## src/rtl/parallel_to_serial_commutator.sv

```systemverilog
// parallel_to_serial_commutator
// Output commutator for the CIC/polyphase datapath. It takes gp_nr_stages
// words in one parallel load and emits them one per enabled clock, starting
// with the lowest slice. The next frame can be loaded on the cycle that shows
// the last word, so frames can run back to back with no gap.
//
// Optional feature: define PISO_OVERRUN_FLAG_EN to build a sticky overrun
// flag. The flag records loads requested while the block was not ready. When
// the macro is undefined, o_overrun is tied low and rejected loads are dropped
// silently.
module parallel_to_serial_commutator #(
   parameter int gp_data_width = 8,
   parameter int gp_nr_stages  = 4
) (
   input  logic                                  i_clk,
   input  logic                                  i_rst_an,
   input  logic                                  i_ena,
   input  logic                                  i_load,
   input  logic [gp_nr_stages*gp_data_width-1:0] i_data,
   output logic [gp_data_width-1:0]              o_data,
   output logic                                  o_valid,
   output logic                                  o_last,
   output logic                                  o_ready,
   output logic                                  o_overrun
);

   localparam int CW = $clog2(gp_nr_stages);
   localparam int BW = (gp_nr_stages-1)*gp_data_width;
   localparam logic [CW-1:0] LAST_IDX = CW'(gp_nr_stages-1);

   typedef enum logic {IDLE, SHIFT} state_t;

   state_t          state, state_nxt;
   logic [CW-1:0]   r_cnt;
   // Slices 1..N-1 waiting to be sent. The next word is always in the low slice.
   logic [BW-1:0]   bank;
   logic            last, ready, accept;

   // State register
   always_ff @(posedge i_clk or negedge i_rst_an) begin
      if (!i_rst_an)  state <= IDLE;
      else if (i_ena) state <= state_nxt;
   end

   // Next-state, handshake and frame-end decode
   always_comb begin
      state_nxt = state;
      last      = o_valid & (r_cnt == LAST_IDX);
      ready     = (state == IDLE) | last;
      accept    = i_load & ready;
      case (state)
         IDLE:    if (accept) state_nxt = SHIFT;
         SHIFT:   if (accept) state_nxt = SHIFT;
                  else if (last) state_nxt = IDLE;
         default: state_nxt = IDLE;
      endcase
   end

   assign o_last  = last;
   assign o_ready = ready;

   // Datapath: a load presents slice 0 and banks the rest. Each following
   // enabled edge shifts the next slice out. After the last word, o_data
   // keeps that word and o_valid drops.
   always_ff @(posedge i_clk or negedge i_rst_an) begin
      if (!i_rst_an) begin
         o_data  <= '0;
         o_valid <= 1'b0;
         r_cnt   <= '0;
         bank    <= '0;
      end else if (i_ena) begin
         if (accept) begin
            o_data  <= i_data[gp_data_width-1:0];
            bank    <= i_data[gp_nr_stages*gp_data_width-1:gp_data_width];
            o_valid <= 1'b1;
            r_cnt   <= '0;
         end else if (state == SHIFT && !last) begin
            o_data  <= bank[gp_data_width-1:0];
            bank    <= bank >> gp_data_width;
            r_cnt   <= r_cnt + 1'b1;
         end else if (state == SHIFT) begin
            o_valid <= 1'b0;
         end
      end
   end

`ifdef PISO_OVERRUN_FLAG_EN
   logic overrun;

   // Sticky overrun flag. It sets on any enabled load request while not ready
   // and is cleared only by reset.
   always_ff @(posedge i_clk or negedge i_rst_an) begin
      if (!i_rst_an)                        overrun <= 1'b0;
      else if (i_ena && i_load && !ready)   overrun <= 1'b1;
   end

   assign o_overrun = overrun;
`else
   assign o_overrun = 1'b0;
`endif

endmodule

```

## config.mk

```make
export PLATFORM = sky130hd
export DESIGN_NAME = parallel_to_serial_commutator
export DESIGN_NICKNAME = d
export VERILOG_FILES = /design/src/rtl/parallel_to_serial_commutator.sv
export SDC_FILE = /design/constraint.sdc
export NUM_CORES = 1
export LEC_CHECK = 0
export ABC_AREA = 1
export CAP_MARGIN = 20
export CELL_PAD_IN_SITES_DETAIL_PLACEMENT = 1
export CELL_PAD_IN_SITES_GLOBAL_PLACEMENT = 1
export CORE_ASPECT_RATIO = 1.5
export CORE_MARGIN = 5
export CORE_UTILIZATION = 34
export DETAILED_ROUTE_END_ITERATION = 16
export GPL_TIMING_DRIVEN = 0
export PLACE_DENSITY_LB_ADDON = 0.1
export SKIP_CTS_REPAIR_TIMING = 1
export SYNTH_ARGS = -nofsm -noshare
export SYNTH_HDL_FRONTEND = slang
export SYNTH_SLANG_ARGS = --single-unit
```

## constraint.sdc

```tcl
create_clock -name i_clk -period 1.5 [get_ports i_clk]
set_input_delay 0.3 -clock i_clk [delete_from_list [all_inputs] [get_ports i_clk]]
set_output_delay 0.3 -clock i_clk [all_outputs]
set_load 0.005 [all_outputs]
```

==> impl_metrics.toml, run 1 <==
[setup_path]
cp_max_fo = 7
worst_path_largest_cell_delay_ns = 0.40
worstPathRequired_ns = 1.20
rrSetupSlack_ns = 0.02
r2r_start = "r_cnt[1]"
r2r_end = "bank[3]"
rr_worst_depth = 9
cp_top_family = "flip-flops"
crit_arrival_ns = 1.31
path_buf_inv = 2
path_class = "reg2out"
crit_path_end_kind = "output port"
cp_cell_sequence = "ha_2 > nand2_4 > nand2_4 > buf_6 > clkbuf_2"
slowest_stage = "dfrtp_1"
worstSetupStartpointType = "flop"
crit_top_cell = "nand2_4"

[outcome]
status = "finished with violations"
violations = "setup timing"

[global_routing]
busiest_layer = "met2"
grtUsageMet1 = 0.166
grt_max_degree = 37
antenna_found_initial = 0
grtUsageTotal = 0.152
use_met2 = 0.282
overflow = 0
grt_use_met3 = 0.0397
grt_pass1_vias = 1851
grt_pass1_wl_um = 8630

[sta]
finClkSkew_ns = 0.0101
max_freq_mhz = 620
tns_ns = -0.173
relSlewSlack = 0.442
post-route-period-util = 1.08
finalHoldViolations = 0
tightest_slew_ns = 0.837
final-setup-viol-count = 2
drv_slew = 0
finalCriticalPeriod_ns = 1.61
rsz0062_at_grt = "true"
setup_slack_ns = -0.114

[final_layout]
layout-drive-gt1-share = 0.119
post-route-util = 0.502
layout_common_cells = "79 x nand2_1, 58 x nand3_1, 52 x inv_1"
fin_cells = 398
final_common_cell = "nand2_1"
antenna_cells = 0
syn2layout_area_growth_pct = 43.8
nets = 364
nFillCells = 727

[placed_design]
dp_hpwl_um = 3750
gp_congestion = 0.778
dpl.cell_count = 381
port_buffers = 46

[clock_tree]
cts_tree = "done"
ctsHtreeMaxLevel = 2
clkTransAtPathRegs_ns = 0.08
cts.sinks = 36
insertion_delay_ns = 0.29
numCtsBuffers = 5
root_buffer = "clkbuf_8"
ctsLongestPathBuffers = 2

[yosys]
synth_edf_count = 0
syn_nets = 302
syn-cell-area_mm2 = 0.00190
ys_types = 15
syn_avg_cell_area_um2 = 7.19
synth_async_sr_flop_share = 1.00
ys_ff_latch = 36
ys_seq_area_frac = 0.473
ys.flop_type = "dfrtp_1"
synthCells = 265
yosysWarnings = 0

[die]
core_area_mm2 = 0.00545
rows = 33
initial_core_util = 0.349
die_h_um = 102
die_w_um = 71.1
ios = 48
die_area_mm2 = 0.00723

[routing]
first_pass_iters = 4
vias = 1854
ant_nets = 0
routed_via_density = 4.66
drc_errors = 0
routedWlPerCell_um = 13.5
initialDrtViolationCount = 52
routed_wl_um = 5390

[run]
drv_cap = 0

[hold_path]
hold_path_class = "in2async"

[power_and_ir_drop]
powerDensity_mw_per_mm2 = 1420
p_leak_nw = 1.55
max-vdd-ir-drop_v = 0.000611
[synthesized netlist by cell type (2+ instances only)]
cell type / n / area share
nand2_1: 80 / 0.16
nand3_1: 58 / 0.15
inv_1: 52 / 0.10
dfrtp_1: 36 / 0.47
o21ai_0: 15 / 0.039
buf_2: 8 / 0.021
buf_4: 4 / 0.016
clkbuf_1: 4 / 0.0079
nand2_2: 2 / 0.0066
[sequential cells by signal, summed over array words and instances (netlist names)]
register / count
state: 1
o_data: 8
o_valid: 1
r_cnt: 2
bank: 24
[power by group]
group,switching (W),internal (W)
sequential,0.000206,0.00131
combinational,0.000734,0.000771
clock,0.000364,0.000494
total,0.00130,0.00258
[metrics by stage]
step / power (W) / hold WS (ns) / area (µm²) / worst slack (ns)
6_report: 0.00388 / 0.113 / 2740 / -0.114
4_1_cts: 0.00372 / 0.140 / 2550 / -0.698
3_3_place_gp: 0.00280 / 0.489 / 2450 / -0.833
5_1_grt: 0.00420 / 0.185 / 2740 / -0.166
3_5_place_dp: 0.00286 / 0.452 / 2450 / -0.370
2_1_floorplan: 0.00223 / 0.00441 / 1900 / 0.171
[area by class of cell]
type	count	area [µm²]	share of cell area
buffer	16	123	0.0448
inverter	52	195	0.0713
tap	70	87.6	0.0320
multi-input combinational	162	768	0.281
clock inverter	2	35.0	0.0128
sequential	36	901	0.329
clock buffer	6	72.6	0.0265
timing repair buffer	54	556	0.203
[how the worst max path moves through the flow]
stage | start | end | depth (start not counted) | slack, ns
4_1_cts | r_cnt[0] | o_ready | 5 | -0.70
2_1_floorplan | r_cnt[0] | o_data[4] | 7 | 0.17
6_report | r_cnt[1] | o_ready | 5 | -0.11
3_5_place_dp | r_cnt[0] | o_ready | 5 | -0.37
3_3_place_gp | i_rst_an | bank[20] | 1 | -0.83
5_1_grt | r_cnt[1] | o_ready | 5 | -0.17
[logic make-up (layout without fill, tap and decap cells)]
group	count (synthesis)	after routing	synth area share
and+or+nand+nor	142	143	0.325
other	1	1	0.00197
adders and majority gates	1	1	0.00657
DFF	36	36	0.473
AOI/OAI and AO/OA	17	17	0.0460
buffers and inverters	68	130	0.147
[layer usage]
metal	routed length (µm)	part of all wire
met1	2150	0.40
met2	2910	0.54
met3	254	0.047
met4	74	0.014
met5	0	0
Power figures use the tool's default switching activity.
==> run 2: changes to the inputs <==
--- a/config.mk
+++ b/config.mk
@@ -11,9 +11,11 @@
 export CELL_PAD_IN_SITES_GLOBAL_PLACEMENT = 1
 export CORE_ASPECT_RATIO = 1.5
 export CORE_MARGIN = 5
-export CORE_UTILIZATION = 34
+export CORE_UTILIZATION = 44
 export DETAILED_ROUTE_END_ITERATION = 16
+export DONT_BUFFER_PORTS = 1
 export GPL_TIMING_DRIVEN = 0
+export MAX_ROUTING_LAYER = met4
 export PLACE_DENSITY_LB_ADDON = 0.1
 export SKIP_CTS_REPAIR_TIMING = 1
 export SYNTH_ARGS = -nofsm -noshare
==> run 2 against run 1 <==
The run still ends with setup timing left. Die area shrank 20%. Final cell count shrank 19%. Routed wire length shrank 7.6%.
==> impl_metrics.toml, run 2 (synthesized netlist as in run 1, its figures left out) <==
[global_routing]
grt_pass1_vias = 1702
overflow = 0
grt_max_degree = 37
grt_pass1_wl_um = 8190
grtUsageTotal = 0.181
antenna_found_initial = 0

[placed_design]
dpl.cell_count = 311
dp_hpwl_um = 3520
port_buffers = 0
dpl-instance-area_mm2 = 0.00196
gp_congestion = 0.729
place_ws_ns = -0.0456

[clock_tree]
clkTransAtPathRegs_ns = 0.08
insertion_delay_ns = 0.29
ctsLongestPathBuffers = 2
cts_tree = "done"
cts.sinks = 36
root_buffer = "clkbuf_8"
numCtsBuffers = 5
ctsHtreeMaxLevel = 2

[sta]
drv_slew = 0
finalHoldViolations = 0
max_freq_mhz = 661
finalCriticalPeriod_ns = 1.51
post-route-period-util = 1.01
final-setup-viol-count = 1
finClkSkew_ns = 0.00706
whs_ns = 0.110
setup_slack_ns = -0.0125
rsz0062_at_grt = "true"

[setup_path]
slowest_stage = "dfrtp_1"
cp_max_fo = 5
worst_path_largest_cell_delay_ns = 0.42
cp_cell_sequence = "ha_4 > nand2_4 > nand2_8 > buf_8"
path_class = "reg2out"
path_buf_inv = 1
cp_top_family = "flip-flops"
crit_path_end_kind = "output port"
worstSetupStartpointType = "flop"
worstPathRequired_ns = 1.20
crit_arrival_ns = 1.21

[power_and_ir_drop]
power.total_w = 0.00340
powerDensity_mw_per_mm2 = 1560
p_leak_nw = 1.29
max-vdd-ir-drop_v = 0.00107

[outcome]
violations = "setup timing"
status = "finished with violations"

[routing]
initialDrtViolationCount = 93
first_pass_iters = 4
routed_via_density = 5.17
routedWlPerCell_um = 15.4
drc_errors = 0
ant_nets = 0
routed_wl_um = 4980
vias = 1670

[die]
die_area_mm2 = 0.00577
rows = 29
die_h_um = 90.6
initial_core_util = 0.452
core_area_mm2 = 0.00421
ios = 48
die_w_um = 63.7

[final_layout]
fin_area_mm2 = 0.00218
fin_cells = 323
largest-register = "bank"
layout-drive-gt1-share = 0.112
final_common_cell = "nand2_1"
syn2layout_area_growth_pct = 14.6
largest_reg_flops = 24
layout_common_cells = "79 x nand2_1, 58 x nand3_1, 52 x inv_1"
antenna_cells = 0
nets = 313
top_regs = "bank: 24 flops, o_data: 8 flops, r_cnt: 2 flops"

[run]
drv_cap = 0

[hold_path]
hold_path_class = "in2reg"
==> run 2: area by class of cell <==
class / count / area (µm²)
clock inverter: 2 / 10.0
tap: 46 / 57.6
sequential: 36 / 901
timing repair buffer: 4 / 62.6
buffer: 16 / 106
inverter: 52 / 195
fill: 549 / 2030
multi-input combinational: 161 / 767
clock buffer: 6 / 82.6
==> run 2: power by group <==
| group | total (W) | switching [W] | internal [W] |
|---|---|---|---|
| Sequential | 0.00157 | 0.000253 | 0.00132 |
| Combinational | 0.00110 | 0.000634 | 0.000462 |
| Clock | 0.000736 | 0.000369 | 0.000367 |
| Total | 0.00340 | 0.00126 | 0.00214 |
==> run 2: metal layers <==
layer / part of all wire / vias up / track usage
met2: 0.53 / 36 / 0.298
met1: 0.42 / 801 / 0.214
met3: 0.035 / 5 / 0.0436
met5: 0 / - / -
li1: - / 828 / -
met4: 0.015 / 0 / 0.0572
==> run 2: path summary, 6_finish.rpt <==
| check | cells after the start | slack, ns | end | from |
|---|---|---|---|---|
| setup / recovery | 4 | -0.01 | o_ready | r_cnt[0] |
| hold / removal | 2 | 0.11 | bank[23] | i_data[31] |
| setup reg to reg | 7 | 0.10 | bank[22] | r_cnt[0] |
| hold reg to reg | 2 | 0.51 | bank[18] | bank[18] |
| max in group asynchronous | 2 | 0.86 | bank[16] | i_rst_an |
| min in group asynchronous | 2 | 0.46 | bank[7] | i_rst_an |
==> run 2: through the flow <==
stage                util  TNS, ns
floorplan               -        0
global placement    0.466   -0.271
CTS                 0.488    -1.20
detailed placement  0.466   -0.661
finish              0.518  -0.0125
global route        0.518  -0.0867
